`config.mk`:
```
export PLATFORM = sky130hd
export DESIGN_NAME = tt_autosym_probe
export DESIGN_NICKNAME = d
export VERILOG_FILES = /design/src/rtl/tt_autosym_probe.sv
export SDC_FILE = /design/constraint.sdc
export NUM_CORES = 1
export LEC_CHECK = 0
export ABC_CLOCK_PERIOD_IN_PS = 8029
export CAP_MARGIN = 20
export CORE_MARGIN = 4
export CORE_UTILIZATION = 58
export DETAILED_ROUTE_END_ITERATION = 10
export PLACE_DENSITY_LB_ADDON = 0.2
export SLEW_MARGIN = 20
export SYNTH_ARGS = -nofsm -noshare
export SYNTH_HDL_FRONTEND = slang
export SYNTH_SLANG_ARGS = --single-unit
```
`constraint.sdc`:
```
create_clock -name clk -period 8.03 [get_ports clk]
set_clock_uncertainty 0.1 [all_clocks]
set_input_delay 1.606 -clock clk [delete_from_list [all_inputs] [get_ports clk]]
set_output_delay 1.606 -clock clk [all_outputs]
set_load 0.05 [all_outputs]
```
`src/rtl/tt_autosym_probe.sv`:
```
// Truth-table capture stage for an N-input boolean function, followed by an exhaustive
// autosymmetry scan that reports the linear space L_f, its size and its degree.
module tt_autosym_probe #(
    parameter int N = 6
) (
    input  logic             clk,
    input  logic             rst,
    input  logic             start,
    output logic [N-1:0]     x_out,
    input  logic             y_in,
    output logic             busy,
    output logic             done,
    output logic [(1<<N)-1:0] tt,
    output logic [(1<<N)-1:0] ls_mask,
    output logic [N:0]       ls_size,
    output logic [3:0]       k_out,
    output logic             ls_err,
    output logic [1:0]       state_dbg
);

    localparam int T = 1 << N;

    typedef enum logic [1:0] {
        S_IDLE    = 2'd0,
        S_CAPTURE = 2'd1,
        S_SCAN    = 2'd2,
        S_DONE    = 2'd3
    } state_t;

    state_t         state_q, state_d;
    logic [N-1:0]   idx_q, idx_d;
    logic [N-1:0]   a_q, a_d;
    logic [N-1:0]   x_q, x_d;
    logic           eq_q, eq_d;
    logic [T-1:0]   tt_q, tt_d;
    logic [T-1:0]   mask_q, mask_d;
    logic [N:0]     size_q, size_d;
    logic [3:0]     k_q, k_d;
    logic           err_q, err_d;
    logic           eq_cur;

    function automatic logic [3:0] floor_log2(input logic [N:0] v);
        logic [3:0] r;
        r = 4'd0;
        for (int i = 0; i <= N; i++) begin
            if (v[i]) r = 4'(i);
        end
        return r;
    endfunction

    // State register and datapath flops
    always_ff @(posedge clk) begin
        if (rst) begin
            state_q <= S_IDLE;
            idx_q   <= '0;
            a_q     <= '0;
            x_q     <= '0;
            eq_q    <= 1'b0;
            tt_q    <= '0;
            mask_q  <= '0;
            size_q  <= '0;
            k_q     <= '0;
            err_q   <= 1'b0;
        end else begin
            state_q <= state_d;
            idx_q   <= idx_d;
            a_q     <= a_d;
            x_q     <= x_d;
            eq_q    <= eq_d;
            tt_q    <= tt_d;
            mask_q  <= mask_d;
            size_q  <= size_d;
            k_q     <= k_d;
            err_q   <= err_d;
        end
    end

    // Next-state logic
    always_comb begin
        state_d = state_q;
        case (state_q)
            S_IDLE:    if (start) state_d = S_CAPTURE;
            S_CAPTURE: if (&idx_q) state_d = S_SCAN;
            S_SCAN:    if ((&a_q) && (&x_q)) state_d = S_DONE;
            S_DONE:    state_d = S_IDLE;
            default:   state_d = S_IDLE;
        endcase
    end

    // The running AND restarts at x = 0 so each shift a is judged on its own sweep.
    assign eq_cur = ((x_q == '0) ? 1'b1 : eq_q) & (tt_q[x_q] == tt_q[x_q ^ a_q]);

    // Datapath next values
    always_comb begin
        idx_d  = idx_q;
        a_d    = a_q;
        x_d    = x_q;
        eq_d   = eq_q;
        tt_d   = tt_q;
        mask_d = mask_q;
        size_d = size_q;
        k_d    = k_q;
        err_d  = err_q;
        case (state_q)
            S_IDLE: begin
                if (start) begin
                    mask_d = '0;
                    size_d = '0;
                    idx_d  = '0;
                    k_d    = '0;
                    err_d  = 1'b0;
                end
            end
            S_CAPTURE: begin
                tt_d[idx_q] = y_in;
                idx_d       = idx_q + N'(1);
                if (&idx_q) begin
                    // a = 0 is trivially in L_f, so the scan starts at a = 1.
                    mask_d[0] = 1'b1;
                    size_d    = (N+1)'(1);
                    a_d       = N'(1);
                    x_d       = '0;
                end
            end
            S_SCAN: begin
                x_d  = x_q + N'(1);
                eq_d = eq_cur;
                if (&x_q) begin
                    mask_d[a_q] = eq_cur;
                    size_d      = size_q + {{N{1'b0}}, eq_cur};
                    a_d         = a_q + N'(1);
                    if (&a_q) begin
                        // Degree and sanity flag are ready in the same cycle as done.
                        k_d   = floor_log2(size_d);
                        err_d = ((size_d & (size_d - (N+1)'(1))) != '0);
                    end
                end
            end
            default: ;
        endcase
    end

    // Outputs
    always_comb begin
        x_out = '0;
        busy  = 1'b0;
        done  = 1'b0;
        case (state_q)
            S_CAPTURE: begin
                x_out = idx_q;
                busy  = 1'b1;
            end
            S_SCAN:  busy = 1'b1;
            S_DONE:  done = 1'b1;
            default: ;
        endcase
    end

    assign tt        = tt_q;
    assign ls_mask   = mask_q;
    assign ls_size   = size_q;
    assign k_out     = k_q;
    assign ls_err    = err_q;
    assign state_dbg = state_q;

endmodule

```
# Word level (Yosys, flattened, before mapping)
# Cells that the tools add are included.
dict set report classes {
  n_reduce_logical 21
  mux 48
  n_addsub 5
  n_bitwise 3
  magnitude_cmp 6
  eq_ne 9
}
# cell n
set ops {}
lappend ops {{$bwmux 64} 2}
lappend ops {{$mux 64} 2}
lappend ops {{$pmux 63 s2} 1}
lappend ops {{$pmux 6 s2} 3}
lappend ops {{$mux 4} 8}
lappend ops {{$mux 6} 5}
lappend ops {{$lt 6x7->1 const B} 4}
lappend ops {{$mux 7} 3}
lappend ops {{$pmux 7 s3} 1}
lappend ops {{$add 6x1->6 const B} 3}
lappend ops {{$reduce_and 6->1} 3}
lappend ops {{$bmux 1 s6} 2}
lappend ops {{$demux 1 s6} 2}
lappend ops {{$ge 6x1->1 const B} 2}
lappend ops {{$mux 1} 12}
lappend ops {{$ne 2x2->1 const B} 5}
lappend ops {{$reduce_and 3->1} 3}
lappend ops {{$pmux 2 s4} 1}
lappend ops {{$pmux 4 s2} 1}
lappend ops {{$reduce_and 4->1} 2}
lappend ops {{$add 7x1->7} 1}
lappend ops {{$and 7x7->7} 1}
lappend ops {{$reduce_bool 7->1} 1}
lappend ops {{$sub 7x1->7 const B} 1}
lappend ops {{other kinds (15)} 23}
dict set report totals {
  in_bits 4
  ff_bits 161
  wordCells 103
  output_inout_bits 150
}

# Depth between registers and ports, before layout
# Gate-level depths: netlist of run 1.
dict set report depth {
  word_depth 15
  depth_mapped 19
}

# Least setup slack after synthesis of run 1
# Ideal clock, no wire load.
dict set report synth_path {
  path_kind {register to register}
  start {register x_q[0]}
  end {register err_q, in the netlist ls_err}
  t_required_ns 7.798
  setup_ns 0.132
  t_arrival_ns 3.772
  path_stages_with_launch 19
  synth_period_minus_slack_ns 4.005
  path_slack_ns 4.025
  path_cell_list {dfxtp_1 > buf_6 > mux4_2 > mux4_2 > nand2_1 > o21ai_0 > o21ai_1 > xnor2_1 > and2b_2 > ha_1 > ha_1 > nand3_1 > xor2_1 > and3_1 > o21ai_0 > a21oi_1 > a21oi_1 > o2111ai_1 > a21oi_1}
}
dict set report synth_via {
  elab_chain_cells 12
  word_cells_on_any_way 19
}
# element line_no
set synth_lines {}
lappend synth_lines {{start: declaration} 33} ;# logic [N-1:0] x_q, x_d;
lappend synth_lines {{start signal: assignment} 57} ;# x_q <= '0;
lappend synth_lines {{start signal: assignment} 68} ;# x_q <= x_d;
lappend synth_lines {{$xor 6x6->6} 91} ;# assign eq_cur = ((x_q == '0) ? 1'b1 : eq_q) & (tt_q[x_q] == tt_q[x_q ^ a_q]);
lappend synth_lines {{$bmux 1 s6} 91}
lappend synth_lines {{$mux 1 (implied by the code)} 91}
lappend synth_lines {{$eq 1x1->1} 91}
lappend synth_lines {{$and 1x1->1 (*)} 91}
lappend synth_lines {{named net eq_cur} 40} ;# logic eq_cur;
lappend synth_lines {{$add 7x1->7 (*)} 130} ;# size_d = size_q + {{N{1'b0}}, eq_cur};
lappend synth_lines {{$sub 7x1->7} 135} ;# err_d = ((size_d & (size_d - (N+1)'(1))) != '0);
lappend synth_lines {{$and 7x7->7 (*)} 135}
lappend synth_lines {{$reduce_bool 7->1 (*)} 135}
lappend synth_lines {{$mux 1 (*)} 132} ;# if (&a_q) begin
lappend synth_lines {{$mux 1 (*)} 128} ;# if (&x_q) begin
lappend synth_lines {{$pmux 1 s2 (*)} 104} ;# case (state_q)
lappend synth_lines {{end signal: assignment} 74} ;# err_q <= err_d;
lappend synth_lines {{end: declaration} 39} ;# logic err_q, err_d;
# The timed path passes the listed nets; every way through them passes the cells marked *. The select of a mux whose other input is x is not followed.
# A chain may end at the register's enable or synchronous reset.

# Worst setup path in the final report of run 1
dict set report layout_path {
  start {register x_q[2]}
  end {register err_q, in the netlist ls_err}
}
# Same word-level chain as after synthesis.

==> results of run 1 <==
-- area by class of cell --
cell class / count / area [um^2] / area share [%]
multi-input cells: 769 / 5121 / 47.31
clock inverters: 13 / 182.7 / 1.688
clock buffers: 19 / 452.9 / 4.184
well taps: 184 / 230.2 / 2.127
repair buffers: 163 / 1597 / 14.75
inverters: 10 / 37.54 / 0.3468
flip-flops and latches: 160 / 3203 / 29.59
-- power by group --
part,switching (mW),total (mW),internal (mW)
clock network,0.342,0.880,0.538
logic,0.503,0.747,0.244
registers,0.0317,0.842,0.810
total,0.877,2.47,1.59
-- worst max-delay path: cells and delay by family, from the launching register on --
| kind | cells | cell delay, ns |
|---|---|---|
| AOI/OAI and AO/OA | 8 | 1.27 |
| xor gates and xnor gates | 3 | 1.47 |
| adders and majority gates | 2 | 0.50 |
| DFF | 1 | 0.84 |
| muxes | 1 | 0.42 |
| and+or+nand+nor | 3 | 0.60 |
-- cells in the mapped netlist (11+ instances only) --
cell type	count
nand2_1	43
o21a_1	41
a21oi_1	149
mux4_2	28
nor3_1	12
and2_1	11
ha_1	11
nor2_1	42
a21boi_0	24
dfxtp_1	160
nand3b_1	23
xor2_1	16
nand3_1	78
clkbuf_1	86
o21ai_0	136
or3_1	54
-- metrics by stage --
stage	hold WS (ns)	worst slack (ns)	instance area, um^2
floorplan	0.3612	4.025	8810
global placement	0.3441	3.083	10190
detailed placement	0.3548	2.821	10190
CTS	0.3635	2.798	10820
global route	0.3872	2.408	10820
finish	0.3591	2.669	10820
-- path summary, 6_finish.rpt --
kind	cells past startpoint	slack, ns	endpoint	start
setup / recovery	17	2.67	ls_err	x_q[2]
hold / removal	2	0.36	k_out[1]	k_out[1]
setup reg to reg	17	2.67	ls_err	x_q[2]
hold reg to reg	2	0.36	k_out[1]	k_out[1]
-- layer usage --
metal / vias up / global-route usage (%) / share of wire [%]
li1: 3971 / - / -
met1: 4111 / 40.53 / 41
met2: 510 / 47.29 / 46
met3: 88 / 7.110 / 9.6
met4: 0 / 11.49 / 3.4
met5: - / 0 / 0
-- flip-flops by register name, summed over array words and instances, names as in the netlist --
signal     cells
ls_size        7
a_q            6
idx_q          6
ls_err         1
state_dbg      2
eq_q           1
k_out          3
x_q            6
ls_mask       64
tt            64
-- cells by family after synthesis --
group           after synthesis
compound gates              376
xor+xnor                     23
fa+ha+maj                    12
buf+inv                     115
flops                       160
mux                          45
other cells                   1
simple gates                312
==> results.json, run 1 <==
{
  "crit_type": "reg2reg",
  "syn_area_um2": 8810,
  "crit_arrival_ns": 5.55,
  "drv_cap": 0,
  "synth_cell_types": 53,
  "ios": 154,
  "wire_per_inst_um": 20.31,
  "postCtsHoldBufs": 0,
  "synth_seq_area_share_pct": 36.36,
  "first_iter_violations": 1156,
  "grt_usage_pct": 30.07,
  "hold_viol_final": 0,
  "die_x_um": 131.2,
  "tns_ns": 0,
  "path_cells": "xor2_1 > mux4_2 > a221oi_1 > o2111ai_1 > o211ai_1 > xnor2_1 > and2b_2 > ha_1 > ha_1 > nand3_1 > xor2_1 > and3_1 > o21ai_0 > a21oi_1 > a21oi_1 > o2111ai_1 > a21oi_1",
  "synthArstFlopShare_pct": 0,
  "hp-class": "reg2reg",
  "crit_path_top_delay_cell": "xor2_1",
  "num_vias": 8680,
  "synthMuxAreaShare_pct": 10.07,
  "setup_viol": 0,
  "synth_area_leaders": "dfxtp_1 (36%), a21oi_1 (8.5%), o21ai_0 (7.7%)",
  "slew_viol_final": 0,
  "numCtsBuffers": 17,
  "drc": 0,
  "diodes": 0,
  "synth_xor_area_share_pct": 2.713,
  "clock_path_buffers": 2,
  "area_delta_synth_final_pct": 22.87,
  "p_leak_nw": 3.540,
  "yosysWarningCount": 0,
  "nets": 1136,
  "synth-simple-area-share_pct": 19.40,
  "viasPerCell": 6.586,
  "power.density_nw_per_um2": 228.1,
  "ys_seq_elements": 160,
  "synth_compound_area_share_pct": 24.00,
  "status": "completed",
  "grt_overflow": 0,
  "cpPeakStageDelay_ns": 0.90,
  "cts_tree": "yes",
  "dr.pass1.iters": 5,
  "start_util_pct": 59.93,
  "synthAdderAreaFrac_pct": 1.676,
  "final_core_util_pct": 73.64,
  "final_common_cell": "dfxtp_1",
  "wl_um": 26780,
  "path_max_fanout": 17,
  "cp-start-kind": "flip-flop",
  "max_freq_mhz": 186.5,
  "ys.flop_type": "dfxtp_1",
  "rsz0062_at_grt": "no",
  "grt_max_degree": 87,
  "design.die.area_um2": 17230,
  "drive_above_1_share_pct": 8.289,
  "syn_inst": 1044,
  "clk-insertion-delay-late_ns": 0.44,
  "yosysTopAreaCell": "dfxtp_1",
  "portBuffers": 152,
  "tightest_slew_ns": 1.214,
  "synth_top_area_share_pct": 36.36,
  "end_kind": "flip-flop",
  "cts_resized": 0,
  "fin_crit_sh_pct": 66.76,
  "cts-htree-levels": 4,
  "total_power_mw": 2.469,
  "synth_top_family_by_area": "compound AO/OA/AOI/OAI gates",
  "synth_edf_count": 0,
  "synthesis.nets": 1059,
  "root_buffer": "clkbuf_16",
  "grt_pass1_vias": 8138,
  "antenna_found_initial": 0,
  "post_cts_buffers": 0,
  "dp.cells": 1286,
  "fp.coreArea_um2": 14700,
  "clkTransAtPathRegs_ns": 0.06,
  "slew_headroom_pct": 18.87,
  "ant_nets": 0,
  "clkSinkCount": 160,
  "nFillCells": 1117,
  "gp_congestion": 0.9862,
  "grt_pass1_wl_um": 43020,
  "stdcell_count": 1318,
  "worstPathRequired_ns": 8.22,
  "period_minus_slack_ns": 5.361,
  "synth.avg_cell_area_um2": 8.438,
  "die-height_um": 131.2,
  "final_cell_mix": "dfxtp_1 (160), clkdlybuf4s50_1 (150), a21oi_1 (149)",
  "cpMostUsedCell": "a21oi_1",
  "dp_hpwl_um": 17490,
  "rows": 44,
  "vdd_drop_max_mv": 0.1840
}
(Power assumes the default switching activity.)
==> inputs of run 2 (changes only) <==
--- a/config.mk
+++ b/config.mk
@@ -5,10 +5,10 @@
 export SDC_FILE = /design/constraint.sdc
 export NUM_CORES = 1
 export LEC_CHECK = 0
-export ABC_CLOCK_PERIOD_IN_PS = 8029
+export ABC_CLOCK_PERIOD_IN_PS = 4640
 export CAP_MARGIN = 20
 export CORE_MARGIN = 4
-export CORE_UTILIZATION = 58
+export CORE_UTILIZATION = 48
 export DETAILED_ROUTE_END_ITERATION = 10
 export PLACE_DENSITY_LB_ADDON = 0.2
 export SLEW_MARGIN = 20
==> constraint.sdc (replaced) <==
create_clock -name clk -period 4.64 [get_ports clk]
set_clock_uncertainty 0.1 [all_clocks]
set_input_delay 0.928 -clock clk [delete_from_list [all_inputs] [get_ports clk]]
set_output_delay 0.928 -clock clk [all_outputs]
set_load 0.05 [all_outputs]
==> run 2 against run 1 <==
Final cell count increased by 4.6%. Sequential share of layout area shrank 0.42 points. Fmax increased by 27%. Critical path type unchanged. Critical endpoint unchanged. Highest routed layer unchanged.
==> results.json, run 2 (same netlist as run 1, synthesis figures left out) <==
{
  "status": "completed",
  "nets": 1152,
  "wl_um": 27920,
  "slew_viol_final": 0,
  "die_x_um": 143.5,
  "max_freq_mhz": 236.3,
  "diodes": 0,
  "critPathTopFamily": "simple AND/OR/NAND/NOR gates",
  "root_buffer": "clkbuf_16",
  "fp.coreArea_um2": 18020,
  "rsz0062_at_grt": "no",
  "tightest_slew_ns": 1.125,
  "ant_nets": 0,
  "grt_max_degree": 91,
  "ios": 154,
  "grt_usage_pct": 26.59,
  "portBuffers": 152,
  "final_cell_mix": "dfxtp_1 (159), clkdlybuf4s50_1 (150), a21oi_1 (149)",
  "gr-max-usage-layer": "met2",
  "grt_pass1_wl_um": 43760,
  "worstPathRequired_ns": 4.85,
  "final_common_cell": "dfxtp_1",
  "drv_cap": 0,
  "period_minus_slack_ns": 4.231,
  "cts_tree": "yes",
  "clkSinkCount": 160,
  "clock_path_buffers": 2,
  "gp_congestion": 0.9269,
  "drive_above_1_share_pct": 9.652,
  "num_vias": 8577,
  "slew_headroom_pct": 24.82,
  "wire_per_inst_um": 20.24,
  "antenna_found_initial": 0,
  "numCtsBuffers": 17,
  "grt_use_met3_pct": 4.892,
  "power.density_nw_per_um2": 388.4,
  "clkTransAtPathRegs_ns": 0.07,
  "crit_type": "reg2reg",
  "die-height_um": 143.5,
  "crit_arrival_ns": 4.44,
  "hp-class": "reg2reg",
  "cts-htree-levels": 4,
  "area_delta_synth_final_pct": 24.68,
  "drc": 0,
  "rows": 49,
  "cpPeakStageDelay_ns": 0.51,
  "first_iter_violations": 885,
  "cp-start-kind": "flip-flop",
  "path_max_fanout": 10,
  "hold_viol_final": 0,
  "grt_pass1_vias": 7912,
  "whs_ns": 0.3562,
  "total_power_mw": 4.266,
  "fin_crit_sh_pct": 91.19,
  "grt_overflow": 0,
  "use_met1_pct": 36.66,
  "p_leak_nw": 3.597,
  "postCtsHoldBufs": 0,
  "crit_path_top_delay_cell": "mux4_2",
  "start_util_pct": 48.88,
  "dr.pass1.iters": 5,
  "end_kind": "flip-flop",
  "vdd_drop_max_mv": 0.2782,
  "dp_hpwl_um": 18690,
  "worst-path-buf-inv": 1,
  "path_cells": "buf_6 > mux4_2 > mux4_2 > nand2_1 > o21ai_0 > o21ai_1 > xnor2_1 > and2b_2 > ha_1 > ha_1 > nand3_1 > xor2_1 > and2_1 > nand2_1 > or3_1 > o2111ai_1 > a21oi_1",
  "design.die.area_um2": 20590,
  "tns_ns": 0,
  "viasPerCell": 6.220,
  "globalRouteMet2Util_pct": 42.23,
  "setup_viol": 0,
  "clk-insertion-delay-late_ns": 0.43
}
## run 2: cell types whose count changed in the layout (fill, tap and decap cells not counted), moves of 2 or more
cell,previous run,this run
clkinv_2,4,1
buf_4,12,27
inv_6,3,5
clkinvlp_4,1,4
clkbuf_8,2,0
## run 2: area by class of cell
type	instances	area (um^2)
clock buffer	18	429.2
sequential	160	3204
multi-input combinational	769	5129
inverter	10	37.54
fill	1608	7041
clock inverter	14	177.7
timing repair buffer	179	1720
tap	229	286.5
## run 2: worst min-delay path: stages (launching register included)
cell and delay, ns:
dfxtp_1 0.31, nand2_1 0.05, a21oi_1 0.05
## run 2: path summary, 6_finish.rpt
path / start / endpoint / slack, ns / cells after the start
setup / recovery: x_q[0] / ls_err / 0.41 / 17
hold / removal: k_out[2] / k_out[2] / 0.36 / 2
setup reg to reg: x_q[0] / ls_err / 0.41 / 17
hold reg to reg: k_out[2] / k_out[2] / 0.36 / 2
## run 2: timing repair
action | 4_1_cts | 5_1_grt
gates resized for setup | 0 | 3
buffers inserted | 0 | 0
setup endpoints to repair | 0 | 1
## run 2: power by group
| group | total, mW | internal [mW] | switching, mW | leakage (nW) |
|---|---|---|---|---|
| registers | 1.45 | 1.40 | 0.0444 | 1.29 |
| logic | 1.35 | 0.450 | 0.896 | 2.02 |
| clock network | 1.47 | 0.855 | 0.619 | 0.284 |
| total | 4.27 | 2.71 | 1.56 | 3.60 |
## run 2: per-layer routing
| layer | share of wire, % | wire length [um] | up-vias |
|---|---|---|---|
| li1 | - | - | 4006 |
| met1 | 42 | 11840 | 4093 |
| met2 | 46 | 12900 | 411 |
| met3 | 8.3 | 2319 | 67 |
| met4 | 3.1 | 860 | 0 |
| met5 | 0 | 0 | - |
## run 2: through the flow
step                      setup slack [ns]  area (um^2)  util (%)  cells
after floorplan                     0.6355         8810         -   1044
after global placement              0.3258        10360     57.50   1347
after detailed placement            0.2369        10360     57.50   1347
after CTS                           0.2109        10970     60.87   1379
after global routing               0.06511        10980     60.94   1379
final                               0.4089        10980     60.94   1379
